$ cat src/rtl/sandwich_pkg.sv
// Shared types, widths and dispense ordering for the sandwich sequencing controller.
package sandwich_pkg;

  localparam int DWELL_W  = $clog2(256);
  localparam int NUM_DISP = 4;

  // Encodings are sequential: a dispense state's slot index is (state - ST_BREAD1).
  typedef enum logic [2:0] {
    ST_IDLE   = 3'd0,
    ST_CHECK  = 3'd1,
    ST_BREAD1 = 3'd2,
    ST_HAM    = 3'd3,
    ST_CHEESE = 3'd4,
    ST_BREAD2 = 3'd5,
    ST_DONE   = 3'd6
  } state_t;

  typedef struct packed {
    logic b;
    logic h;
    logic s;
  } order_t;

  localparam state_t DISP_ORDER [NUM_DISP] = '{ST_BREAD1, ST_HAM, ST_CHEESE, ST_BREAD2};

  // Bit i enables DISP_ORDER[i]; bread is used for both the first and last slot.
  function automatic logic [NUM_DISP-1:0] slot_enables(input order_t o);
    return {o.b, o.s, o.h, o.b};
  endfunction

  // First enabled dispense state at or after slot 'first', else DONE.
  function automatic state_t next_disp(input logic [NUM_DISP-1:0] en, input int first);
    state_t nxt;
    logic   found;
    nxt   = ST_DONE;
    found = 1'b0;
    for (int i = 0; i < NUM_DISP; i++) begin
      if (!found && i >= first && en[i]) begin
        nxt   = DISP_ORDER[i];
        found = 1'b1;
      end
    end
    return nxt;
  endfunction

endpackage

$ cat src/rtl/sandwich_ctrl_if.sv
// Order / validator / dispense / done signal bundle for sandwich_ctrl.
// The abort input exists only when SANDWICH_ABORT_EN is defined.
interface sandwich_ctrl_if #(
  parameter int CNT_W = 8
);

  logic             order_valid;
  logic             order_ready;
  logic             order_b;
  logic             order_h;
  logic             order_s;
  logic             chk_b;
  logic             chk_h;
  logic             chk_s;
  logic             chk_v;
  logic             disp_b;
  logic             disp_h;
  logic             disp_s;
  logic             done_valid;
  logic             done_ok;
  logic             done_ready;
  logic [CNT_W-1:0] sandwich_cnt;
`ifdef SANDWICH_ABORT_EN
  logic             abort;
`endif

  modport slave (
`ifdef SANDWICH_ABORT_EN
    input  abort,
`endif
    input  order_valid, order_b, order_h, order_s, chk_v, done_ready,
    output order_ready, chk_b, chk_h, chk_s, disp_b, disp_h, disp_s,
    output done_valid, done_ok, sandwich_cnt
  );

  modport master (
`ifdef SANDWICH_ABORT_EN
    output abort,
`endif
    output order_valid, order_b, order_h, order_s, chk_v, done_ready,
    input  order_ready, chk_b, chk_h, chk_s, disp_b, disp_h, disp_s,
    input  done_valid, done_ok, sandwich_cnt
  );

endinterface

$ cat src/rtl/sandwich_dwell_timer.sv
// Load/decrement down-counter with zero flag; sets how long each dispense strobe is held.
module sandwich_dwell_timer
  import sandwich_pkg::*;
(
  input  logic               clk,
  input  logic               rst_n,
  input  logic               load,
  input  logic [DWELL_W-1:0] load_val,
  input  logic               dec,
  output logic               zero
);

  logic [DWELL_W-1:0] cnt;

  always_ff @(posedge clk or negedge rst_n) begin
    if (!rst_n) begin
      cnt <= '0;
    end else if (load) begin
      cnt <= load_val;
    end else if (dec && cnt != '0) begin
      cnt <= cnt - 1'b1;
    end
  end

  assign zero = (cnt == '0);

endmodule

$ cat src/rtl/sandwich_ctrl.sv
// Sequences one order through validation, timed dispense strobes and a done handshake.
// Optional SANDWICH_ABORT_EN adds an abort input that cuts dispensing short with ok=0.
module sandwich_ctrl
  import sandwich_pkg::*;
#(
  parameter int DISP_CYCLES = 3,
  parameter int CNT_W       = 8
) (
  input  logic           clk,
  input  logic           rst_n,
  sandwich_ctrl_if.slave bus
);

  state_t           state_q, state_d;
  order_t           order_q;
  logic             ok_q;
  logic [CNT_W-1:0] cnt_q;
  logic             abort_i;
  logic             in_disp;
  logic             dwell_load;
  logic             dwell_zero;

`ifdef SANDWICH_ABORT_EN
  assign abort_i = bus.abort;
`else
  assign abort_i = 1'b0;
`endif

  assign in_disp    = state_q inside {ST_BREAD1, ST_HAM, ST_CHEESE, ST_BREAD2};
  assign dwell_load = (state_d != state_q) &&
                      (state_d inside {ST_BREAD1, ST_HAM, ST_CHEESE, ST_BREAD2});

  always_ff @(posedge clk or negedge rst_n) begin
    if (!rst_n) begin
      state_q <= ST_IDLE;
    end else begin
      state_q <= state_d;
    end
  end

  always_comb begin
    state_d = state_q;
    case (state_q)
      ST_IDLE:  if (bus.order_valid) state_d = ST_CHECK;
      ST_CHECK: state_d = bus.chk_v ? next_disp(slot_enables(order_q), 0) : ST_DONE;
      ST_BREAD1, ST_HAM, ST_CHEESE, ST_BREAD2: begin
        if (abort_i) begin
          state_d = ST_DONE;
        end else if (dwell_zero) begin
          // Slot after the current one is (state - ST_BREAD1 + 1) == state - 1.
          state_d = next_disp(slot_enables(order_q), int'(state_q) - 1);
        end
      end
      ST_DONE:  if (bus.done_ready) state_d = ST_IDLE;
      default:  state_d = ST_IDLE;
    endcase
  end

  always_comb begin
    bus.order_ready = 1'b0;
    bus.chk_b       = 1'b0;
    bus.chk_h       = 1'b0;
    bus.chk_s       = 1'b0;
    bus.disp_b      = 1'b0;
    bus.disp_h      = 1'b0;
    bus.disp_s      = 1'b0;
    bus.done_valid  = 1'b0;
    bus.done_ok     = 1'b0;
    case (state_q)
      ST_IDLE:   bus.order_ready = 1'b1;
      ST_CHECK: begin
        bus.chk_b = order_q.b;
        bus.chk_h = order_q.h;
        bus.chk_s = order_q.s;
      end
      ST_BREAD1, ST_BREAD2: bus.disp_b = 1'b1;
      ST_HAM:    bus.disp_h = 1'b1;
      ST_CHEESE: bus.disp_s = 1'b1;
      ST_DONE: begin
        bus.done_valid = 1'b1;
        bus.done_ok    = ok_q;
      end
      default: ;
    endcase
  end

  always_ff @(posedge clk or negedge rst_n) begin
    if (!rst_n) begin
      order_q <= '0;
      ok_q    <= 1'b0;
      cnt_q   <= '0;
    end else begin
      if (state_q == ST_IDLE && bus.order_valid) begin
        order_q <= {bus.order_b, bus.order_h, bus.order_s};
      end
      // Only a dispense sequence that ran out naturally counts as a built sandwich.
      if (state_d == ST_DONE && state_q != ST_DONE) begin
        ok_q <= in_disp && !abort_i;
      end
      if (state_q == ST_DONE && bus.done_ready && ok_q && cnt_q != '1) begin
        cnt_q <= cnt_q + 1'b1;
      end
    end
  end

  assign bus.sandwich_cnt = cnt_q;

  sandwich_dwell_timer u_dwell (
    .clk      (clk),
    .rst_n    (rst_n),
    .load     (dwell_load),
    .load_val (DWELL_W'(DISP_CYCLES - 1)),
    .dec      (in_disp),
    .zero     (dwell_zero)
  );

endmodule

$ cat src/flat_wrapper.sv
// flat-port wrapper written by rule: the top's interface ports become plain ports
module sandwich_ctrl_flat import sandwich_pkg::*;
#(
  parameter int DISP_CYCLES = 3,
  parameter int CNT_W       = 8
)
  (clk, rst_n, bus_order_valid, bus_order_b, bus_order_h, bus_order_s, bus_chk_v, bus_done_ready, bus_order_ready, bus_chk_b, bus_chk_h, bus_chk_s, bus_disp_b, bus_disp_h, bus_disp_s, bus_done_valid, bus_done_ok, bus_sandwich_cnt);
  sandwich_ctrl_if #(.CNT_W(CNT_W)) bus_i ();
  input  logic clk;
  input  logic rst_n;
  input wire logic [$bits(bus_i.order_valid)-1:0] bus_order_valid;
  input wire logic [$bits(bus_i.order_b)-1:0] bus_order_b;
  input wire logic [$bits(bus_i.order_h)-1:0] bus_order_h;
  input wire logic [$bits(bus_i.order_s)-1:0] bus_order_s;
  input wire logic [$bits(bus_i.chk_v)-1:0] bus_chk_v;
  input wire logic [$bits(bus_i.done_ready)-1:0] bus_done_ready;
  output wire logic [$bits(bus_i.order_ready)-1:0] bus_order_ready;
  output wire logic [$bits(bus_i.chk_b)-1:0] bus_chk_b;
  output wire logic [$bits(bus_i.chk_h)-1:0] bus_chk_h;
  output wire logic [$bits(bus_i.chk_s)-1:0] bus_chk_s;
  output wire logic [$bits(bus_i.disp_b)-1:0] bus_disp_b;
  output wire logic [$bits(bus_i.disp_h)-1:0] bus_disp_h;
  output wire logic [$bits(bus_i.disp_s)-1:0] bus_disp_s;
  output wire logic [$bits(bus_i.done_valid)-1:0] bus_done_valid;
  output wire logic [$bits(bus_i.done_ok)-1:0] bus_done_ok;
  output wire logic [$bits(bus_i.sandwich_cnt)-1:0] bus_sandwich_cnt;
  assign bus_i.order_valid = bus_order_valid;
  assign bus_i.order_b = bus_order_b;
  assign bus_i.order_h = bus_order_h;
  assign bus_i.order_s = bus_order_s;
  assign bus_i.chk_v = bus_chk_v;
  assign bus_i.done_ready = bus_done_ready;
  assign bus_order_ready = bus_i.order_ready;
  assign bus_chk_b = bus_i.chk_b;
  assign bus_chk_h = bus_i.chk_h;
  assign bus_chk_s = bus_i.chk_s;
  assign bus_disp_b = bus_i.disp_b;
  assign bus_disp_h = bus_i.disp_h;
  assign bus_disp_s = bus_i.disp_s;
  assign bus_done_valid = bus_i.done_valid;
  assign bus_done_ok = bus_i.done_ok;
  assign bus_sandwich_cnt = bus_i.sandwich_cnt;
  sandwich_ctrl #(.DISP_CYCLES(DISP_CYCLES), .CNT_W(CNT_W)) u_core (.clk(clk), .rst_n(rst_n), .bus(bus_i));
endmodule
$ cat config.mk
export PLATFORM = sky130hd
export DESIGN_NAME = sandwich_ctrl_flat
export DESIGN_NICKNAME = d
export VERILOG_FILES = /design/src/rtl/sandwich_pkg.sv /design/src/rtl/sandwich_ctrl_if.sv /design/src/rtl/sandwich_dwell_timer.sv /design/src/rtl/sandwich_ctrl.sv /design/src/flat_wrapper.sv
export SDC_FILE = /design/constraint.sdc
export NUM_CORES = 1
export LEC_CHECK = 0
export ABC_AREA = 1
export ABC_CLOCK_PERIOD_IN_PS = 1800
export BUFFER_PORTS_ARGS = -buffer_cell sky130_fd_sc_hd__buf_2
export CORE_ASPECT_RATIO = 0.8
export CORE_UTILIZATION = 53
export CTS_BUF_LIST = sky130_fd_sc_hd__clkbuf_8
export CTS_CLUSTER_DIAMETER = 80
export DETAILED_ROUTE_END_ITERATION = 6
export GPL_ROUTABILITY_DRIVEN = 0
export PLACE_DENSITY = 0.78
export SYNTH_ARGS = -nofsm -noshare
export SYNTH_HDL_FRONTEND = slang
export SYNTH_SLANG_ARGS = --single-unit
export TNS_END_PERCENT = 20
$ cat constraint.sdc
create_clock -name clk -period 1.8 [get_ports clk]
set_input_delay 0.54 -clock clk [delete_from_list [all_inputs] [get_ports clk]]
set_output_delay 0.54 -clock clk [all_outputs]
set_load 0.03 [all_outputs]
After elaboration in Yosys (flattened, before gate mapping)
Cells that the tools add are included.
Word-level totals
  register bits: 23
  latch bits: 0
  bits in writable memories: 0
  ROM bits: 0
  output and inout port bits: 17
  memories kept: 0
Operators by class
  add/sub/neg operators: 3
  multipliers: 0
  divide/modulo/power cells: 0
  order comparisons: 4
  equal/unequal tests: 14
  shift-type cells: 0
  muxes and demuxes: 39
  bitwise logic cells: 0
  reductions and logical operators: 31
Operators by type and width (count)
  $ge 3x32->1 const A: 2
  $mux 3: 12
  $ge 1x32->1 const A: 1
  $ge 2x32->1 const A: 1
  $mux 1: 24
  $eq 3x3->1 const B: 6
  $logic_and 1x1->1: 17
  $mux 8: 2
  $eq 3x2->1 const B: 4
  $pmux 3 s4: 1
  $add 8x1->8 const B: 1
  $logic_not 8->1: 1
  $ne 8x8->1 const B: 1
  $reduce_bool 4->1: 2
  $reduce_bool 8->1: 1
  $sub 8x1->8 const B: 1
  $logic_not 1->1: 6
  $reduce_or 4->1: 1
  $sub 3x1->4 const B: 1
  $eq 3x1->1 const B: 1
  $logic_not 3->1: 1
  $ne 3x3->1: 1
  $ne 3x3->1 const B: 1
  $reduce_bool 2->1: 1
  $reduce_or 2->1: 1

Longest topological paths before layout
  depth after elaboration: 28
  depth in mapped cells: 17
  mapped depth without buffers: 17

Cells and area by module
From an unflattened synthesis, not the netlist that was laid out.
Unflattened totals
  cells, all modules: 245
  area, all modules: 1722.9 sq um
By module, submodules not included
  sandwich_ctrl: instances 1, cells each 152, area each 1126.1 sq um, sequential area each 375.4 sq um
  sandwich_dwell_timer: instances 1, cells each 93, area each 596.8 sq um, sequential area each 200.2 sq um

Least setup slack after synthesis
Ideal clock, no wire load.
  kind: register -> register
  start point: reg u_core.state_q[1]
  end point: reg u_core.u_dwell.cnt[1]
  library setup time: 0.120 ns
  data arrival time: 1.992 ns
  slack: -0.313 ns
  stages on the path, launching flop included: 13
  period minus slack after synthesis: 2.113 ns
  path through: dfrtp_1 inv_1 ha_1 nand2_2 nor2_1 nand3_1 nor3b_1 nand2_1 nand2_1 nand2_2 nand3_4 nand2_1 nand2_1
On the way
  cells in the longest elaborated chain, start to end: 28
  elaborated cells on any way between the ends: 51
RTL lines
  from (decl): RTL line sandwich_ctrl.sv:14  | state_t state_q, state_d;
  from (signal assigned): RTL line sandwich_ctrl.sv:37  | state_q <= state_d;
  $sub 3x1->4: RTL line sandwich_ctrl.sv:51  | state_d = next_disp(slot_enables(order_q), int'(state_q) - 1);
  $ge 1x32->1: RTL line sandwich_pkg.sv:38  | if (!found && i >= first && en[i]) begin
  $logic_and 1x1->1: RTL line sandwich_pkg.sv:38
  $mux 1: RTL line sandwich_pkg.sv:38
  $mux 1: RTL line sandwich_ctrl.sv:49  | end else if (dwell_zero) begin
  $mux 1: RTL line sandwich_ctrl.sv:43  | case (state_q)
  $logic_not 1->1: RTL line sandwich_pkg.sv:38
  $logic_and 1x1->1 (2 in a row): RTL line sandwich_pkg.sv:38
  [... 10 more ...]
  $logic_and 1x1->1 (2 in a row): RTL line sandwich_pkg.sv:38
  $mux 3: RTL line sandwich_pkg.sv:38
  $mux 3: RTL line sandwich_ctrl.sv:49
  $pmux 3 s4: RTL line sandwich_ctrl.sv:43
  $eq 3x2->1 or $eq 3x3->1 (tied branches): RTL line sandwich_ctrl.sv:31  | (state_d inside {ST_BREAD1, ST_HAM, ST_CHEESE, ST_BREAD2});
  $reduce_bool 4->1: RTL line sandwich_ctrl.sv:31
  $logic_and 1x1->1: RTL line sandwich_ctrl.sv:30  | assign dwell_load = (state_d != state_q) &&
  $mux 8 or $reduce_bool 2->1 (tied branches)
  to (signal assigned): RTL line sandwich_dwell_timer.sv:19  | cnt <= load_val;
  to (signal assigned): RTL line sandwich_dwell_timer.sv:21  | cnt <= cnt - 1'b1;
  to (decl): RTL line sandwich_dwell_timer.sv:13  | logic [DWELL_W-1:0] cnt;
Several ways; a longest one is shown, not always the timed one. The select of a mux whose other input is x is not followed.
A chain may end at the register's enable or synchronous reset.

Worst setup path after layout
  start point: reg u_core.state_q[0]
  end point: out bus_done_valid
On the way
  cells in the longest elaborated chain, start to end: 2
RTL lines
  $eq 3x3->1: RTL line sandwich_ctrl.sv:69  | case (state_q)
  $mux 1: RTL line sandwich_ctrl.sv:69
  to (decl): RTL line flat_wrapper.sv:24  | output wire logic [$bits(bus_i.done_valid)-1:0] bus_done_valid;
No other way between the ends.

==> impl_metrics.csv <==
group,metric,value,unit
layout,fin_util,78.3,%
yosys,yosys_warnings,0,
setup_path,cp.required,1260,ps
sta,slew-limit-headroom,65.8,%
clock_tree,cts_buffers,3,
global_route,grt.total_usage,25.2,%
yosys,yosys.area.top_type_share,36.9,%
clock_tree,clk_path_buf_depth,2,
setup_path,cpMaxStageDelayCell,"dfrtp_2",
detailed_routing,wl,3750,um
yosys,syn-num-nets,218,
min_path,min_path_type,"input port to asynchronous set/reset pin",
setup_path,r2r_cells,12,
yosys,synthesis.instances,200,
detailed_routing,postRouteAntennaNets,0,
power,p_leak,0.00112,uW
floorplan,dieHeight,50.6,um
setup_path,reg2reg_from,"u_core.state_q[1]",
status,outcome,"finished, violations left",
power,cellPowerDensity,1720,nW/um^2
sta,fin_ws,-191,ps
setup_path,crit_arrival,1450,ps
sta,setup_viol,17,
power,vdd_drop_max,1.02,mV
yosys,seq_area_frac_synth,36.9,%
clock_tree,cts-hold-fix-buffers,0,
setup_path,critPathTopFamily,"flip-flops",
layout,final_cell_count_no_fill,286,
layout,area_growth,39.7,%
placed_design,dpl.cell_count,279,
layout,final_nets,267,
clock_tree,path_clk_slew,80,ps
setup_path,worst-path-buf-inv,4,
setup_path,critPathCaptureType,"output pin",
sta,period_needed,1990,ps
setup_path,startpoint_type,"register",
clock_tree,clock-sinks,23,
sta,post-route-period-util,111,%
detailed_routing,num_vias,1444,
global_route,grt_max_degree,24,
setup_path,r2r_slack,-190,ps
layout,drive_gt1_share,43.1,%
sta,tightest_slew,513,ps
setup_path,criticalPathCategory,"register to output pin",
floorplan,top_level_ports,25,
detailed_routing,first_pass_iters,4,
setup_path,crit_end,"bus_done_valid",
placed_design,dp_hpwl,2590,um
global_route,antenna_found_initial,0,
sta,final-hold-violation-count,0,
layout,final_common_cell,"nand2_1",
setup_path,max_stage_delay,450,ps
flow_run,drv_cap,0,
detailed_routing,drt_iter0_markers,46,
sta,fmax,502,MHz
global_route,grt_pass1_wl,6150,um
setup_path,crit_start,"u_core.state_q[0]",
setup_path,critical_path_depth,6,
global_route,grt_pass1_vias,1402,
clock_tree,htreeDepth,1,
floorplan,num_rows,17,
sta,finalClockSkew,5.23,ps
detailed_routing,drc,0,
floorplan,core,2790,um^2
setup_path,cp_cell_sequence,"inv_4 -> ha_2 -> nand2_4 -> inv_4 -> buf_4 -> buf_4",
clock_tree,cts-root-buf,"clkbuf_8",
yosys,yosys.area.top_type,"dfrtp_1",
yosys,ys_types,25,
yosys,synth.avg_cell_area,7.81,um^2
yosys,synth-seq-cells,23,
clock_tree,clk_latency,260,ps
layout,final_cell_mix,"32 x nand2_1, 23 x inv_1, 21 x buf_4, 21 x dfrtp_1, 15 x buf_2",
detailed_routing,vias_per_cell,5.05,
yosys,synth_area,1560,um^2
setup_path,crit_fanout,5,
setup_path,r2r-end,"u_core.u_dwell.cnt[4]",
sta,slew_violations,0,
floorplan,die_x,62.7,um
status,violations,"negative setup slack",
sta,rsz0062_at_grt,"true",
detailed_routing,wire_per_inst,13.1,um
yosys,synth_area_leaders,"dfrtp_1 37%, nand2_1 10%, ha_1 8.0%",
floorplan,dieArea,3170,um^2
floorplan,initial_core_util,56.0,%
layout,antenna_cells,0,
placed_design,io_buffers,24,
global_route,grt_overflow,0,
power,finalPower,3750,uW
layout,fill_cells,210,
clock_tree,cts_tree,"done",
[metrics by stage]
stage	hold WS [ps]	worst slack, ps	setup TNS, ps	cell area (um^2)
finish	236	-191	-2550	2180
global route	281	-327	-4270	2180
CTS	257	-153	-1830	2070
detailed placement	503	-142	-1070	1930
global placement	476	-125	-833	1930
floorplan	244	-12.3	-15.6	1640
[layer usage]
metal / up-vias / GRT usage (%) / part of all wire (%)
li1: 730 / - / -
met1: 681 / 33.0 / 46
met2: 29 / 45.3 / 50
met3: 4 / 4.09 / 3.6
met4: 0 / 2.71 / 0.35
met5: - / 0 / 0
[synth_stat cells]
cell type / instances
nor3b_1: 1
nand3_4: 1
ha_1: 10
nand2_2: 5
nor2_1: 19
nor3_1: 3
nand4_1: 2
inv_2: 4
nand2_1: 43
nor3_2: 2
a21oi_1: 14
nand3_2: 3
mux2_2: 1
o21ai_1: 2
nand2_4: 2
dfrtp_1: 23
buf_6: 1
o21bai_1: 1
inv_4: 1
xor2_2: 1
nand3_1: 15
xor2_1: 10
inv_1: 27
xnor2_1: 4
o21ai_0: 5
[what timing repair did]
action	4_1_cts	5_1_grt
endpoints found under the hold margin	0	0
setup buffers	0	3
endpoints found under the setup margin	18	22
pin swaps	6	11
cloned	0	0
gates resized for setup	28	27
[flip-flops by register name (all words and copies together) (netlist names)]
signal and count:
u_core.bus.sandwich_cnt 8, u_core.order_q 3, u_core.state_q 3, u_core.u_dwell.cnt 8, u_core.ok_q 1
[cell families (layout without fill, tap and decap cells)]
family | count (synthesis) | in the layout | synth area share, %
AOI/OAI and AO/OA | 22 | 22 | 7.21
xor gates and xnor gates | 15 | 15 | 8.89
adders and majority gates | 10 | 10 | 8.01
buffers and inverters | 33 | 81 | 8.57
DFF | 23 | 23 | 36.9
muxes | 1 | 1 | 0.721
and+or+nand+nor | 96 | 96 | 29.7
[worst min path at each step]
stage | startpoint | to | slack (ps) | depth (start not counted)
final | rst_n | u_core.state_q[2] | 240 | 1
after global routing | rst_n | u_core.u_dwell.cnt[0] | 280 | 1
after CTS | rst_n | u_core.ok_q | 260 | 1
after detailed placement | u_core.ok_q | u_core.ok_q | 500 | 2
after global placement | u_core.ok_q | u_core.ok_q | 480 | 2
after floorplan | rst_n | u_core.bus.sandwich_cnt[0] | 240 | 0
[cell type report]
type	count	area (um^2)	area share, %
clock buffer	3	41.3	1.89
clock inverter	1	3.75	0.172
inverter	32	133	6.08
multi-input combinational	144	1040	47.8
sequential	23	578	26.5
tap	38	47.5	2.18
timing repair buffer	45	334	15.3
[report_power, final]
part	switching [uW]	total (uW)	leakage [uW]	internal, uW
combinational	1580	2630	0.000800	1050
clock	162	315	0.0000269	152
sequential	139	812	0.000292	674
Note: power is estimated with default switching activity, not from simulation.
